--- config.mk ---
export PLATFORM = sky130hd
export DESIGN_NAME = serial_tx_flat
export DESIGN_NICKNAME = d
export VERILOG_FILES = /design/src/rtl/serial_tx_if.sv /design/src/rtl/serial_tx.sv /design/src/flat_wrapper.sv
export SDC_FILE = /design/constraint.sdc
export NUM_CORES = 1
export LEC_CHECK = 0
export ABC_AREA = 0
export BUFFER_PORTS_ARGS = -buffer_cell sky130_fd_sc_hd__buf_2
export CAP_MARGIN = 5
export CORE_ASPECT_RATIO = 1.5
export CORE_MARGIN = 4
export CORE_UTILIZATION = 24
export DETAILED_ROUTE_END_ITERATION = 12
export HOLD_SLACK_MARGIN = 0.12
export PLACE_DENSITY = 0.46
export SLEW_MARGIN = 20
export SYNTH_ARGS = -nofsm -noshare
export SYNTH_HDL_FRONTEND = slang
export SYNTH_SLANG_ARGS = --single-unit
--- constraint.sdc ---
create_clock -name clk -period 3.7 [get_ports clk]
set_input_delay 1.11 -clock clk [delete_from_list [all_inputs] [get_ports clk]]
set_output_delay 1.11 -clock clk [all_outputs]
set_load 0.02 [all_outputs]
--- src/rtl/serial_tx_if.sv ---
// Transaction request, shared timebase and serial line for serial_tx.
// The slave modport is the transmitter; the master side drives requests and cnt.
interface serial_tx_if #(
    parameter int P_DATA_WIDTH = 256
) ();
    logic                    start;
    logic [P_DATA_WIDTH-1:0] data;
    logic [7:0]              nbits;
    logic [31:0]             n0;
    logic [31:0]             n1;
    logic [31:0]             cnt;
    logic                    y;
    logic                    busy;
    logic                    done;

    modport master (
        output start, data, nbits, n0, n1, cnt,
        input  y, busy, done
    );

    modport slave (
        input  start, data, nbits, n0, n1, cnt,
        output y, busy, done
    );
endinterface

--- src/rtl/serial_tx.sv ---
// Timebase-locked serial transmitter: MSB-first bit cells of n1 counts starting at cnt==n0.
// Define SERIAL_TX_PARITY_EN to append an even-parity cell (TAIL state) after the data bits.
module serial_tx #(
    parameter logic P_Y_INIT     = 1'b0,
    parameter int   P_DATA_WIDTH = 256
) (
    input logic        clk,
    input logic        rst_n,
    serial_tx_if.slave bus
);
    localparam int NW = $clog2(P_DATA_WIDTH + 1);

`ifdef SERIAL_TX_PARITY_EN
    typedef enum logic [1:0] {IDLE = 2'd0, ARM = 2'd1, SHIFT = 2'd2, TAIL = 2'd3} state_t;
`else
    typedef enum logic [1:0] {IDLE = 2'd0, ARM = 2'd1, SHIFT = 2'd2} state_t;
`endif

    state_t                  state_q, state_d;
    logic [P_DATA_WIDTH-1:0] data_q, data_d;
    logic [NW-1:0]           nbits_q, nbits_d;
    logic [31:0]             n0_q, n0_d;
    logic [31:0]             n1_q, n1_d;
    logic [NW-1:0]           idx_q, idx_d;
    logic [31:0]             target_q, target_d;
    logic                    y_q, y_d;
    logic                    busy_q, busy_d;
    logic                    done_q, done_d;
`ifdef SERIAL_TX_PARITY_EN
    logic                    par_q, par_d;
`endif

    logic [NW-1:0]           nbits_clamp;
    logic [NW-1:0]           sel;
    logic [P_DATA_WIDTH-1:0] shifted;
    logic                    bit_sel;

    always_comb begin
        if (bus.nbits == 8'd0)
            nbits_clamp = NW'(1);
        else if (int'(bus.nbits) > P_DATA_WIDTH)
            nbits_clamp = NW'(P_DATA_WIDTH);
        else
            nbits_clamp = NW'(bus.nbits);
    end

    // next bit to send is data[nbits-1-idx]; a shift avoids an oversized bit-select index
    assign sel     = nbits_q - idx_q - 1'b1;
    assign shifted = data_q >> sel;
    assign bit_sel = shifted[0];

    always_comb begin
        state_d  = state_q;
        data_d   = data_q;
        nbits_d  = nbits_q;
        n0_d     = n0_q;
        n1_d     = n1_q;
        idx_d    = idx_q;
        target_d = target_q;
        y_d      = y_q;
        busy_d   = busy_q;
        done_d   = 1'b0;
`ifdef SERIAL_TX_PARITY_EN
        par_d    = par_q;
`endif
        case (state_q)
            IDLE: begin
                y_d    = P_Y_INIT;
                busy_d = 1'b0;
                // done_q high means the previous transaction ends this clk; its start is dropped
                if (bus.start && !done_q) begin
                    data_d  = bus.data;
                    nbits_d = nbits_clamp;
                    n0_d    = (bus.n0 == 32'd0) ? 32'd1 : bus.n0;
                    n1_d    = (bus.n1 == 32'd0) ? 32'd1 : bus.n1;
                    idx_d   = '0;
                    busy_d  = 1'b1;
                    state_d = ARM;
                end
            end
            ARM: begin
                if (bus.cnt == n0_q) begin
                    y_d      = bit_sel;
                    idx_d    = NW'(1);
                    target_d = bus.cnt + n1_q;
                    state_d  = SHIFT;
`ifdef SERIAL_TX_PARITY_EN
                    par_d    = bit_sel;
`endif
                end
            end
            SHIFT: begin
                if (bus.cnt == target_q) begin
                    if (idx_q < nbits_q) begin
                        y_d      = bit_sel;
                        idx_d    = idx_q + 1'b1;
                        target_d = target_q + n1_q;
`ifdef SERIAL_TX_PARITY_EN
                        par_d    = par_q ^ bit_sel;
`endif
                    end else begin
`ifdef SERIAL_TX_PARITY_EN
                        y_d      = par_q;
                        target_d = target_q + n1_q;
                        state_d  = TAIL;
`else
                        y_d      = P_Y_INIT;
                        done_d   = 1'b1;
                        state_d  = IDLE;
`endif
                    end
                end
            end
`ifdef SERIAL_TX_PARITY_EN
            TAIL: begin
                if (bus.cnt == target_q) begin
                    y_d     = P_Y_INIT;
                    done_d  = 1'b1;
                    state_d = IDLE;
                end
            end
`endif
            default: state_d = IDLE;
        endcase
    end

    always_ff @(posedge clk or negedge rst_n) begin
        if (!rst_n) begin
            state_q  <= IDLE;
            data_q   <= '0;
            nbits_q  <= '0;
            n0_q     <= '0;
            n1_q     <= '0;
            idx_q    <= '0;
            target_q <= '0;
            y_q      <= P_Y_INIT;
            busy_q   <= 1'b0;
            done_q   <= 1'b0;
`ifdef SERIAL_TX_PARITY_EN
            par_q    <= 1'b0;
`endif
        end else begin
            state_q  <= state_d;
            data_q   <= data_d;
            nbits_q  <= nbits_d;
            n0_q     <= n0_d;
            n1_q     <= n1_d;
            idx_q    <= idx_d;
            target_q <= target_d;
            y_q      <= y_d;
            busy_q   <= busy_d;
            done_q   <= done_d;
`ifdef SERIAL_TX_PARITY_EN
            par_q    <= par_d;
`endif
        end
    end

    assign bus.y    = y_q;
    assign bus.busy = busy_q;
    assign bus.done = done_q;
endmodule
--- src/flat_wrapper.sv ---
// flat-port wrapper written by rule: the top's interface ports become plain ports
module serial_tx_flat 
#(
    parameter logic P_Y_INIT     = 1'b0,
    parameter int   P_DATA_WIDTH = 256
)
  (clk, rst_n, bus_start, bus_data, bus_nbits, bus_n0, bus_n1, bus_cnt, bus_y, bus_busy, bus_done);
  serial_tx_if #(.P_DATA_WIDTH(P_DATA_WIDTH)) bus_i ();
  input logic clk;
  input logic rst_n;
  input wire logic [$bits(bus_i.start)-1:0] bus_start;
  input wire logic [$bits(bus_i.data)-1:0] bus_data;
  input wire logic [$bits(bus_i.nbits)-1:0] bus_nbits;
  input wire logic [$bits(bus_i.n0)-1:0] bus_n0;
  input wire logic [$bits(bus_i.n1)-1:0] bus_n1;
  input wire logic [$bits(bus_i.cnt)-1:0] bus_cnt;
  output wire logic [$bits(bus_i.y)-1:0] bus_y;
  output wire logic [$bits(bus_i.busy)-1:0] bus_busy;
  output wire logic [$bits(bus_i.done)-1:0] bus_done;
  assign bus_i.start = bus_start;
  assign bus_i.data = bus_data;
  assign bus_i.nbits = bus_nbits;
  assign bus_i.n0 = bus_n0;
  assign bus_i.n1 = bus_n1;
  assign bus_i.cnt = bus_cnt;
  assign bus_y = bus_i.y;
  assign bus_busy = bus_i.busy;
  assign bus_done = bus_i.done;
  serial_tx #(.P_Y_INIT(P_Y_INIT), .P_DATA_WIDTH(P_DATA_WIDTH)) u_core (.clk(clk), .rst_n(rst_n), .bus(bus_i));
endmodule
# Yosys cells after proc, flatten, opt, wreduce, memory -nomap -nowiden
# Index checks and enable logic that the tools add are counted.
[word_totals] regBits=375 inputBits=363 out_inout_bits=3 elab_cells=64
[classes] addsub=5 order_cmp=1 eq_ne=9 shifts=1 n_mux=25 reduce_logical=13
[ops] cell="$shr 256x9->1" count=1
[ops] cell="$mux 32" count=5
[ops] cell="$add 32x32->32" count=2
[ops] cell="$eq 32x32->1" count=2
[ops] cell="$logic_not 32->1" count=2
[ops] cell="$pmux 32 s2" count=1
[ops] cell="$mux 9" count=4
[ops] cell="$pmux 9 s3" count=1
[ops] cell="$add 9x1->9 const B" count=1
[ops] cell="$lt 9x9->1" count=1
[ops] cell="$sub 9x1->9 const B" count=1
[ops] cell="$sub 9x9->9" count=1
[ops] cell="$logic_not 8->1" count=1
[ops] cell="$mux 2" count=4
[ops] cell="$mux 8" count=1
[ops] cell="$ne 2x1->1 const B" count=4
[ops] cell="$reduce_and 4->1" count=2
[ops] cell="$mux 1" count=7
[ops] cell="$pmux 2 s3" count=1
[ops] cell="$reduce_and 5->1" count=1
[ops] cell="$pmux 1 s3" count=1
[ops] cell="$reduce_and 3->1" count=1
[ops] cell="$reduce_bool 3->1" count=1
[ops] cell="$eq 2x1->1 const B" count=1
[ops] cell="other kinds (7)" count=7

# Depth between registers and ports, before layout
# Gate-level depths: netlist of the first run.
[depth] ltp_word=6 ltp_mapped=16 mapped_depth_nobuf=14

# Worst setup path after synthesis of the first run
# No wires, ideal clock.
[synth_timing] path_kind="flip-flop to flip-flop" from="register u_core.state_q[0]" to="register u_core.target_q[31]" setup_ns=0.104 arrival_time_ns=3.962 slack_ns=-0.366 path_stages_with_launch=14 period_less_slack_ns=4.066 cell_sequence="dfrtp_1 -> inv_1 -> ha_1 -> buf_1 -> buf_1 -> mux2_2 -> ha_1 -> nand4_1 -> nor4_1 -> nand4_1 -> o211a_1 -> o311ai_0 -> mux2_2 -> a221oi_1"
[synth_between] elab_chain_cells=3
[synth_rtl] element="start: declaration" line_no="serial_tx.sv:19" rtl="state_t state_q, state_d;"
[synth_rtl] element="start signal: assignment" line_no="serial_tx.sv:143" rtl="state_q <= state_d;"
[synth_rtl] element="$eq 2x2->1 or $eq 2x1->1 (tied branches)" line_no="serial_tx.sv:66" rtl="case (state_q)"
[synth_rtl] element="$ne 2x1->1 (no source line) or $reduce_bool 2->1 (tied branches)"
[synth_rtl] element="$reduce_and 4->1 (no source line)"
[synth_rtl] element="end signal: assignment" line_no="serial_tx.sv:149" rtl="target_q <= target_d;"
[synth_rtl] element="end: declaration" line_no="serial_tx.sv:25" rtl="logic [31:0] target_q, target_d;"
# Parallel ways exist; a longest one is shown, timed or not.
# A chain may end at the register's enable or synchronous reset.

# Worst setup path after layout of the first run
[layout_timing] from="register u_core.idx_q[0]" to="register u_core.y_q, in the netlist u_core.bus.y"
[layout_between] elab_chain_cells=6
[layout_rtl] element="start: declaration" line_no="serial_tx.sv:24" rtl="logic [NW-1:0] idx_q, idx_d;"
[layout_rtl] element="start signal: assignment" line_no="serial_tx.sv:148" rtl="idx_q <= idx_d;"
[layout_rtl] element="$sub 9x9->9" line_no="serial_tx.sv:48" rtl="assign sel = nbits_q - idx_q - 1'b1;"
[layout_rtl] element="$sub 9x1->9" line_no="serial_tx.sv:48"
[layout_rtl] element="$shr 256x9->1" line_no="serial_tx.sv:49" rtl="assign shifted = data_q >> sel;"
[layout_rtl] element="$mux 1" line_no="serial_tx.sv:94" rtl="if (idx_q < nbits_q) begin"
[layout_rtl] element="$mux 1" line_no="serial_tx.sv:93" rtl="if (bus.cnt == target_q) begin"
[layout_rtl] element="$pmux 1 s3 *" line_no="serial_tx.sv:66"
[layout_rtl] element="end signal: assignment" line_no="serial_tx.sv:150" rtl="y_q <= y_d;"
[layout_rtl] element="end: declaration" line_no="serial_tx.sv:26" rtl="logic y_q, y_d;"
# Every way passes the cells marked *; elsewhere a longest branch is shown, timed or not. The select of a mux whose other input is x is not followed.

==> results.cfg, run 1 <==
[run_status]
outcome = finished, violations left
failed_checks = setup timing

[logic_synthesis]
synth-async-reset-ratio = 1.00
yosysWarnings = 0
syn_inst = 1450
ys_seq_elements = 374
synth_cell_types = 57
synth_edf_count = 0
synth-seq-area-share = 0.483
netlist_area_um2 = 19400
syn-num-nets = 1866
synthFlopType = dfrtp_1
syn-mean-instance-area_um2 = 13.4

[timing]
max_freq_ghz = 0.266
maxSlewViolCount = 0
final-hold-violation-count = 0
worst_pin_slew_ns = 1.05
final-setup-viol-count = 1
fin_crit_sh = 1.02
final.setup.tns_ns = -0.0558
fin_crit_ns = 3.76
slew_headroom = 0.298
rsz0062_at_grt = yes
clock_skew_ns = 0.0114
fin_ws_ns = -0.0558

[cells_and_area]
drive_gt1_frac = 0.533
seqCellArea_um2 = 9360
layout_commonest_cell = dfrtp_1
fin_util = 0.318
design.final.nets = 2379
layout_common_cells = dfrtp_1 (374), buf_2 (364), mux2_2 (357)
fill_cells = 8180
fin_area_um2 = 25500
multi_input_area_um2 = 9720
synthToLayoutAreaGrowth_pct = 31.6

[clock_tree]
cts_hold_buf = 0
clockBufferDepth = 3
clk-insertion-delay-late_ns = 0.58
cts.sinks = 374
cts_tree = yes
numCtsBuffers = 45
htreeDepth = 2
root_buffer = clkbuf_16
clk_pin_slew_ns = 0.05

[grt]
grt_first_pass_wirelength_um = 94400
grt_pass1_vias = 15311
gr-total-overflow = 0
antenna_found_initial = 33
grt_use_total = 0.146
grt_max_degree = 81

[pwr]
p_leak_nw = 11.1
ir_worst_vdd_v = 0.000531
power.density_nw_per_um2 = 1030

[drt]
wl_um = 64000
drtIter0Drc = 547
drc = 0
wl_per_cell_um = 21.0
ant_nets = 0
vias = 13949
drt_first_pass_iters = 5
vias_per_cell = 4.57

[die]
start_util = 0.242
core_area_um2 = 80100
fp-row-count = 127
die_h_um = 356
dieWidth_um = 240
io-pin-count = 366
die_area_um2 = 85400

[worst_setup_path]
crit_required_ns = 4.16
r2r_slack_ns = -0.06
path_max_fanout = 8
end_kind = flop
crit_type = flop to flop
critPathLaunchType = flop
arrival_ns = 4.22

[run]
cap_violations = 0

[place]
place_area_um2 = 23700
dp_hpwl_um = 49900
gp_congestion = 0.902
numPortBuffers = 365

[hold_path]
min_path_type = flop to flop
[stage by stage]
step | power [mW] | setup slack [ns] | cells | hold slack (ns)
floorplan | 16.1 | 0.0221 | 1450 | 0.454
global placement | 21.1 | -0.402 | 2942 | 0.482
detailed placement | 21.4 | -0.335 | 2942 | 0.487
CTS | 26.4 | -0.111 | 3023 | 0.501
global route | 28.0 | -0.150 | 3036 | 0.513
finish | 26.2 | -0.0558 | 3049 | 0.498
[sequential cells by signal, summed over array words and instances (netlist names)]
| signal | flops |
|---|---|
| u_core.target_q | 32 |
| u_core.idx_q | 9 |
| u_core.bus.busy | 1 |
| u_core.nbits_q | 8 |
| u_core.n0_q | 32 |
| u_core.bus.done | 1 |
| u_core.state_q | 2 |
| u_core.n1_q | 32 |
| u_core.data_q | 256 |
| u_core.bus.y | 1 |
[worst paths after layout]
check,from,endpoint,cells past startpoint
max,u_core.idx_q[0]$_DFFE_PN0P_,u_core.bus.y$_DFFE_PN0P_,11
min,u_core.bus.y$_DFFE_PN0P_,u_core.bus.y$_DFFE_PN0P_,1
max reg2reg,u_core.idx_q[0]$_DFFE_PN0P_,u_core.bus.y$_DFFE_PN0P_,11
min reg2reg,u_core.bus.y$_DFFE_PN0P_,u_core.bus.y$_DFFE_PN0P_,1
max in group asynchronous,rst_n,u_core.data_q[35]$_DFFE_PN0P_,2
min in group asynchronous,rst_n,u_core.target_q[10]$_DFFE_PN0P_,1
[logic make-up after synthesis]
group	count (synthesis)	synth area share
AO/OA/AOI/OAI	174	0.0599
XOR/XNOR	87	0.0393
adder cells (fa/ha/maj)	53	0.0350
multiplexers	451	0.308
buffers and inverters	108	0.0227
flip-flops	374	0.483
AND/OR/NAND/NOR	203	0.0517
[synthesized netlist by cell type, types with 25 or more instances]
cell type	instances	area (um2)
a21oi_1	36	180
mux2_2	357	4020
o21ai_0	45	225
inv_1	44	165
nand2_1	61	229
ha_1	51	638
dfrtp_1	374	9360
nor2_1	37	139
xnor2_1	79	692
mux4_2	81	1820
nor4_1	25	156
clkbuf_1	49	184
[critical path: stages, from the launching register on]
cell and delay (ns):
dfrtp_1 0.37, inv_2 0.07, ha_4 0.16, fa_4 0.86, buf_12 0.16, buf_4 0.13, mux4_2 0.32, mux4_2 0.52
mux2i_1 0.19, mux2i_2 0.12, mux4_2 0.50, a32o_1 0.23
[area by class of cell]
cell class | instances | area share
clock buffers | 66 | 0.0508
repair buffers | 530 | 0.133
diodes | 20 | 0.00196
multi-input cells | 968 | 0.382
clock inverters | 15 | 0.00839
well taps | 1032 | 0.0507
inverters | 44 | 0.00648
flip-flops and latches | 374 | 0.367
[report_power, final]
part           internal (mW)  total, mW  switching (mW)
Sequential              6.16       7.42            1.26
Combinational           7.89       14.2            6.34
Clock                   2.72       4.56            1.84
Total                   16.8       26.2            9.44
[timing repair]
action,4_1_cts,5_1_grt
endpoints found under the setup margin,1,10
gates cloned,0,2
pin swaps,0,1
buffers inserted,0,4
resized for setup,10,15
endpoints found under the hold margin,0,0
[layer usage]
layer  global-route usage  part of all wire
met1                0.160              0.38
met2                0.264              0.51
met3               0.0418             0.065
met4               0.0591             0.043
met5                    0            0.0019
Power figures use the tool's default switching activity.
==> inputs of run 2 (changes only) <==
--- a/config.mk
+++ b/config.mk
@@ -8,12 +8,13 @@
 export ABC_AREA = 0
 export BUFFER_PORTS_ARGS = -buffer_cell sky130_fd_sc_hd__buf_2
 export CAP_MARGIN = 5
-export CORE_ASPECT_RATIO = 1.5
+export CORE_ASPECT_RATIO = 2
 export CORE_MARGIN = 4
 export CORE_UTILIZATION = 24
 export DETAILED_ROUTE_END_ITERATION = 12
 export HOLD_SLACK_MARGIN = 0.12
 export PLACE_DENSITY = 0.46
+export REMOVE_ABC_BUFFERS = 1
 export SLEW_MARGIN = 20
 export SYNTH_ARGS = -nofsm -noshare
 export SYNTH_HDL_FRONTEND = slang
==> results.cfg, run 2 (synthesis results as in run 1) <==
[cells_and_area]
seqCellArea_um2 = 9360
layout_common_cells = dfrtp_1 (374), buf_2 (364), mux2_2 (357)
multi_input_area_um2 = 9730
layout_commonest_cell = dfrtp_1
synthToLayoutAreaGrowth_pct = 32.7
fin_area_um2 = 25700
fin_util = 0.320
regMostFlops = u_core.data_q
fill_cells = 8189
drive_gt1_frac = 0.545
largest_reg_flops = 256
design.final.nets = 2403

[timing]
max_freq_ghz = 0.270
whs_ns = 0.487
final-setup-viol-count = 0
maxSlewViolCount = 0
fin_crit_ns = 3.70
final.setup.tns_ns = 0
clock_skew_ns = 0.0127
slew_headroom = 0.235
final-hold-violation-count = 0
fin_crit_sh = 1.00
worst_pin_slew_ns = 1.15
rsz0062_at_grt = yes

[pwr]
p_leak_nw = 11.3
switching_power_mw = 9.79
p_int_mw = 17.0
sw_frac_of_total = 0.366
ir_worst_vdd_v = 0.000625
pwr-share-seq = 0.277
power.density_nw_per_um2 = 1040
clockPowerShare = 0.173
p_comb_frac = 0.550

[worst_setup_path]
worstReg2RegStart = u_core.idx_q[0]$_DFFE_PN0P_
crit_type = flop to flop
critPathLaunchType = flop
cp_common_cell = mux4_2
crit_required_ns = 4.16
arrival_ns = 4.16
crit_slowest_cell = fa_4
cp-startpoint = u_core.idx_q[0]$_DFFE_PN0P_
cpPeakStageDelay_ns = 0.80
cp_cell_sequence = inv_2 -> ha_4 -> fa_4 -> buf_12 -> buf_6 -> mux4_2 -> mux4_2 -> mux2i_1 -> mux2i_1 -> mux4_2 -> a32o_1
end_kind = flop
path_max_fanout = 7
r2r_slack_ns = 0.002

[grt]
antenna_found_initial = 29
grt_use_total = 0.158
gr-total-overflow = 0
grt_pass1_vias = 16211
grt_max_degree = 195
grt_first_pass_wirelength_um = 103000

[clock_tree]
htreeDepth = 2
cts.sinks = 374
cts_tree = yes
clk_pin_slew_ns = 0.06
cts_hold_buf = 0
root_buffer = clkbuf_16
numCtsBuffers = 41
clockBufferDepth = 3
clk-insertion-delay-late_ns = 0.57

[place]
dp_hpwl_um = 53400
place_area_um2 = 23900
gp_congestion = 0.933
numPortBuffers = 365

[drt]
drt_first_pass_iters = 6
ant_nets = 0
vias = 14153
vias_per_cell = 4.60
drc = 0
wl_um = 68800
wl_per_cell_um = 22.3
drtIter0Drc = 573

[run_status]
outcome = finished clean

[die]
die_h_um = 410
fp-row-count = 147
start_util = 0.242
die_area_um2 = 85600
dieWidth_um = 209
io-pin-count = 366
core_area_um2 = 80200

[run]
cap_violations = 0

[hold_path]
min_path_type = input port to async pin
## run 2: critical path: cells and delay by family (launching register included)
| family | cells | cell delay (ns) |
|---|---|---|
| adders and majority gates | 2 | 0.96 |
| buffers and inverters | 3 | 0.39 |
| muxes | 5 | 1.63 |
| DFF | 1 | 0.36 |
| AOI/OAI and AO/OA | 1 | 0.23 |
## run 2: what timing repair did
item | in CTS | in global routing
setup buffers | 7 | 2
cloned | 2 | 0
resized for setup | 28 | 13
pin swaps | 1 | 5
setup endpoints to repair | 8 | 15
## run 2: final timing paths
path	endpoint	cells after the start
max	u_core.bus.y$_DFFE_PN0P_	11
min	u_core.target_q[4]$_DFFE_PN0P_	1
max reg2reg	u_core.bus.y$_DFFE_PN0P_	11
min reg2reg	u_core.data_q[74]$_DFFE_PN0P_	1
max in group asynchronous	u_core.data_q[48]$_DFFE_PN0P_	2
min in group clk	u_core.data_q[74]$_DFFE_PN0P_	1
## run 2: final cells by class
cell class / instances / area share
Multi-Input combinational cell: 968 / 0.378
Sequential cell: 374 / 0.364
Timing Repair Buffer: 558 / 0.140
Tap cell: 1043 / 0.0508
Clock buffer: 50 / 0.0452
Clock inverter: 26 / 0.0132
Inverter: 44 / 0.00643
Antenna cell: 16 / 0.00156
## run 2: per-layer routing
layer  up-vias  share of wire  track usage
li1       6486              -            -
met1      7036           0.35        0.161
met2       465           0.54        0.299
met3       144          0.059       0.0394
met4        22          0.057       0.0778
met5         -         0.0021            0
## run 2: metrics by stage
step / instances / total power [mW] / setup slack, ns
after floorplan: 1386 / 16.3 / -5.45
after global placement: 2977 / 21.7 / -0.709
after detailed placement: 2977 / 22.0 / -0.715
after CTS: 3062 / 27.4 / -0.0814
after global routing: 3066 / 28.6 / -0.134
final: 3079 / 26.8 / 0.00153
## run 2: power groups by stage
stage / logic, mW / registers, mW / clock network (mW)
after floorplan: 9.38 / 6.94 / 0
after global placement: 14.3 / 7.39 / 0
after detailed placement: 14.5 / 7.50 / 0
after CTS: 15.1 / 7.43 / 4.84
after global routing: 16.0 / 7.66 / 4.97
final: 14.7 / 7.41 / 4.63
==> inputs of run 3 (changes only) <==
--- a/config.mk
+++ b/config.mk
@@ -11,6 +11,7 @@
 export CORE_ASPECT_RATIO = 2
 export CORE_MARGIN = 4
 export CORE_UTILIZATION = 24
+export CTS_BUF_LIST = sky130_fd_sc_hd__clkbuf_4
 export DETAILED_ROUTE_END_ITERATION = 12
 export HOLD_SLACK_MARGIN = 0.12
 export PLACE_DENSITY = 0.46
==> constraint.sdc (replaced) <==
create_clock -name clk -period 3.3 [get_ports clk]
set_input_delay 0.99 -clock clk [delete_from_list [all_inputs] [get_ports clk]]
set_output_delay 0.99 -clock clk [all_outputs]
set_load 0.02 [all_outputs]
==> results.cfg, run 3 (synthesis results as in run 1) <==
[cells_and_area]
fill_cells = 8244
layout_common_cells = dfrtp_1 (374), buf_2 (364), mux2_2 (349)
largest_reg_flops = 256
design.final.nets = 2578
synthToLayoutAreaGrowth_pct = 39.6
drive_gt1_frac = 0.564
layout_commonest_cell = dfrtp_1
multi_input_area_um2 = 10100
seqCellArea_um2 = 9360
regMostFlops = u_core.data_q

[hold_path]
min_path_type = input port to flop
hp-start = bus_data[219]
holdPathStages = 2

[drt]
drc = 0
vias = 14917
vias_per_cell = 4.53
drtIter0Drc = 540
wl_um = 70500
drt_first_pass_iters = 5
ant_nets = 0
wl_per_cell_um = 21.4

[grt]
grt_max_degree = 139
grt_use_total = 0.164
grt_pass1_vias = 17249
gr-total-overflow = 0
antenna_found_initial = 22
grt_first_pass_wirelength_um = 106000

[die]
start_util = 0.242
io-pin-count = 366
core_area_um2 = 80200
fp-row-count = 147
die_area_um2 = 85600
dieWidth_um = 209
die_h_um = 410

[worst_setup_path]
cp-startpoint = u_core.idx_q[0]$_DFFE_PN0P_
worstReg2RegStart = u_core.idx_q[0]$_DFFE_PN0P_
arrival_ns = 4.59
end_kind = flop
path_max_fanout = 16
crit_type = flop to flop
crit_required_ns = 4.13
reg2reg_depth = 11
critPathLaunchType = flop

[pwr]
p_leak_nw = 11.9
pwr-share-seq = 0.273
switching_power_mw = 11.5
ir_worst_vdd_v = 0.000488
p_comb_frac = 0.584
clockPowerShare = 0.143
power.density_nw_per_um2 = 1130
sw_frac_of_total = 0.376
p_int_mw = 19.0

[timing]
whs_ns = 0.266
slew_headroom = 0.277
worst_pin_slew_ns = 1.07
rsz0062_at_grt = yes
fin_ws_ns = -0.457
fin_crit_sh = 1.14
final-setup-viol-count = 14
max_freq_ghz = 0.266
maxSlewViolCount = 0
clock_skew_ns = 0.0645
final.setup.tns_ns = -2.14
final-hold-violation-count = 0
fin_crit_ns = 3.76

[clock_tree]
clk-insertion-delay-late_ns = 0.95
root_buffer = clkbuf_4
numCtsBuffers = 98
clk_pin_slew_ns = 0.07
htreeDepth = 3
clockBufferDepth = 3
cts_tree = yes
cts.sinks = 374

[run]
cap_violations = 0

[run_status]
outcome = finished, violations left
failed_checks = setup timing

[place]
dp_slack_ns = -0.970
gp_congestion = 0.954
numPortBuffers = 365
dp_hpwl_um = 54200
[run 3: cell count changes in the layout (fill, tap and decap cells not counted), sizes merged]
cell / delta
buf: +48
bufinv: -3
clkbuf: +86
dlygate4sd3: +71
clkinvlp: -3
diode: -4
bufbuf: -1
clkinv: +20
inv: -3
[run 3: worst max-delay path, cell delays in order (launching register included)]
cell	delay (ns)
dfrtp_1	0.37
inv_2	0.06
ha_4	0.16
fa_4	0.76
buf_12	0.18
buf_12	0.17
mux4_2	0.33
mux4_2	0.55
mux2i_1	0.20
mux2i_1	0.13
mux4_2	0.49
a32o_1	0.23
[run 3: through the flow]
step | instances | total power [mW] | instance area (um2) | utilization
6_report | 3290 | 30.5 | 27000 | 0.337
5_1_grt | 3282 | 32.6 | 27000 | 0.337
4_1_cts | 3272 | 30.7 | 26800 | 0.334
3_5_place_dp | 3011 | 25.2 | 24200 | 0.302
3_3_place_gp | 3011 | 24.9 | 24200 | 0.302
2_1_floorplan | 1386 | 17.7 | 19100 | -
[run 3: layer usage]
layer  global-route usage  part of all wire  wire (um)
met4               0.0992             0.063       4460
met2                0.306              0.54      38000
met1                0.158              0.34      23800
met3               0.0424             0.059       4160
met5                    0            0.0014        100
[run 3: power by group through the flow]
stage | Sequential [mW] | Clock, mW | Combinational (mW)
floorplan | 7.65 | 0 | 10.0
global placement | 8.25 | 0 | 16.6
detailed placement | 8.37 | 0 | 16.8
CTS | 8.33 | 4.62 | 17.8
global route | 8.59 | 4.79 | 19.2
finish | 8.32 | 4.35 | 17.8
[run 3: final cells by class]
cell class	count	area share
clock buffer	136	0.0378
timing repair buffer	676	0.177
clock inverter	37	0.00962
inverter	44	0.00611
multi-input combinational	968	0.374
antenna	12	0.00111
tap	1043	0.0483
sequential	374	0.346
[run 3: path summary, 6_finish.rpt]
path | endpoint | slack (ns)
max | u_core.bus.y$_DFFE_PN0P_ | -0.46
min | u_core.data_q[219]$_DFFE_PN0P_ | 0.27
max reg2reg | u_core.bus.y$_DFFE_PN0P_ | -0.46
min reg2reg | u_core.data_q[30]$_DFFE_PN0P_ | 0.50
max in group asynchronous | u_core.data_q[108]$_DFFE_PN0P_ | 1.74
min in group asynchronous | u_core.target_q[7]$_DFFE_PN0P_ | 0.59
[run 3: timing repair]
item                                   4_1_cts  5_1_grt
endpoints found under the hold margin      116        0
gates resized for setup                     84       43
gates cloned                                 2        0
hold buffers                                71        0
setup buffers                               18        6
pin swaps                                   36       28
setup endpoints to repair                   22       27
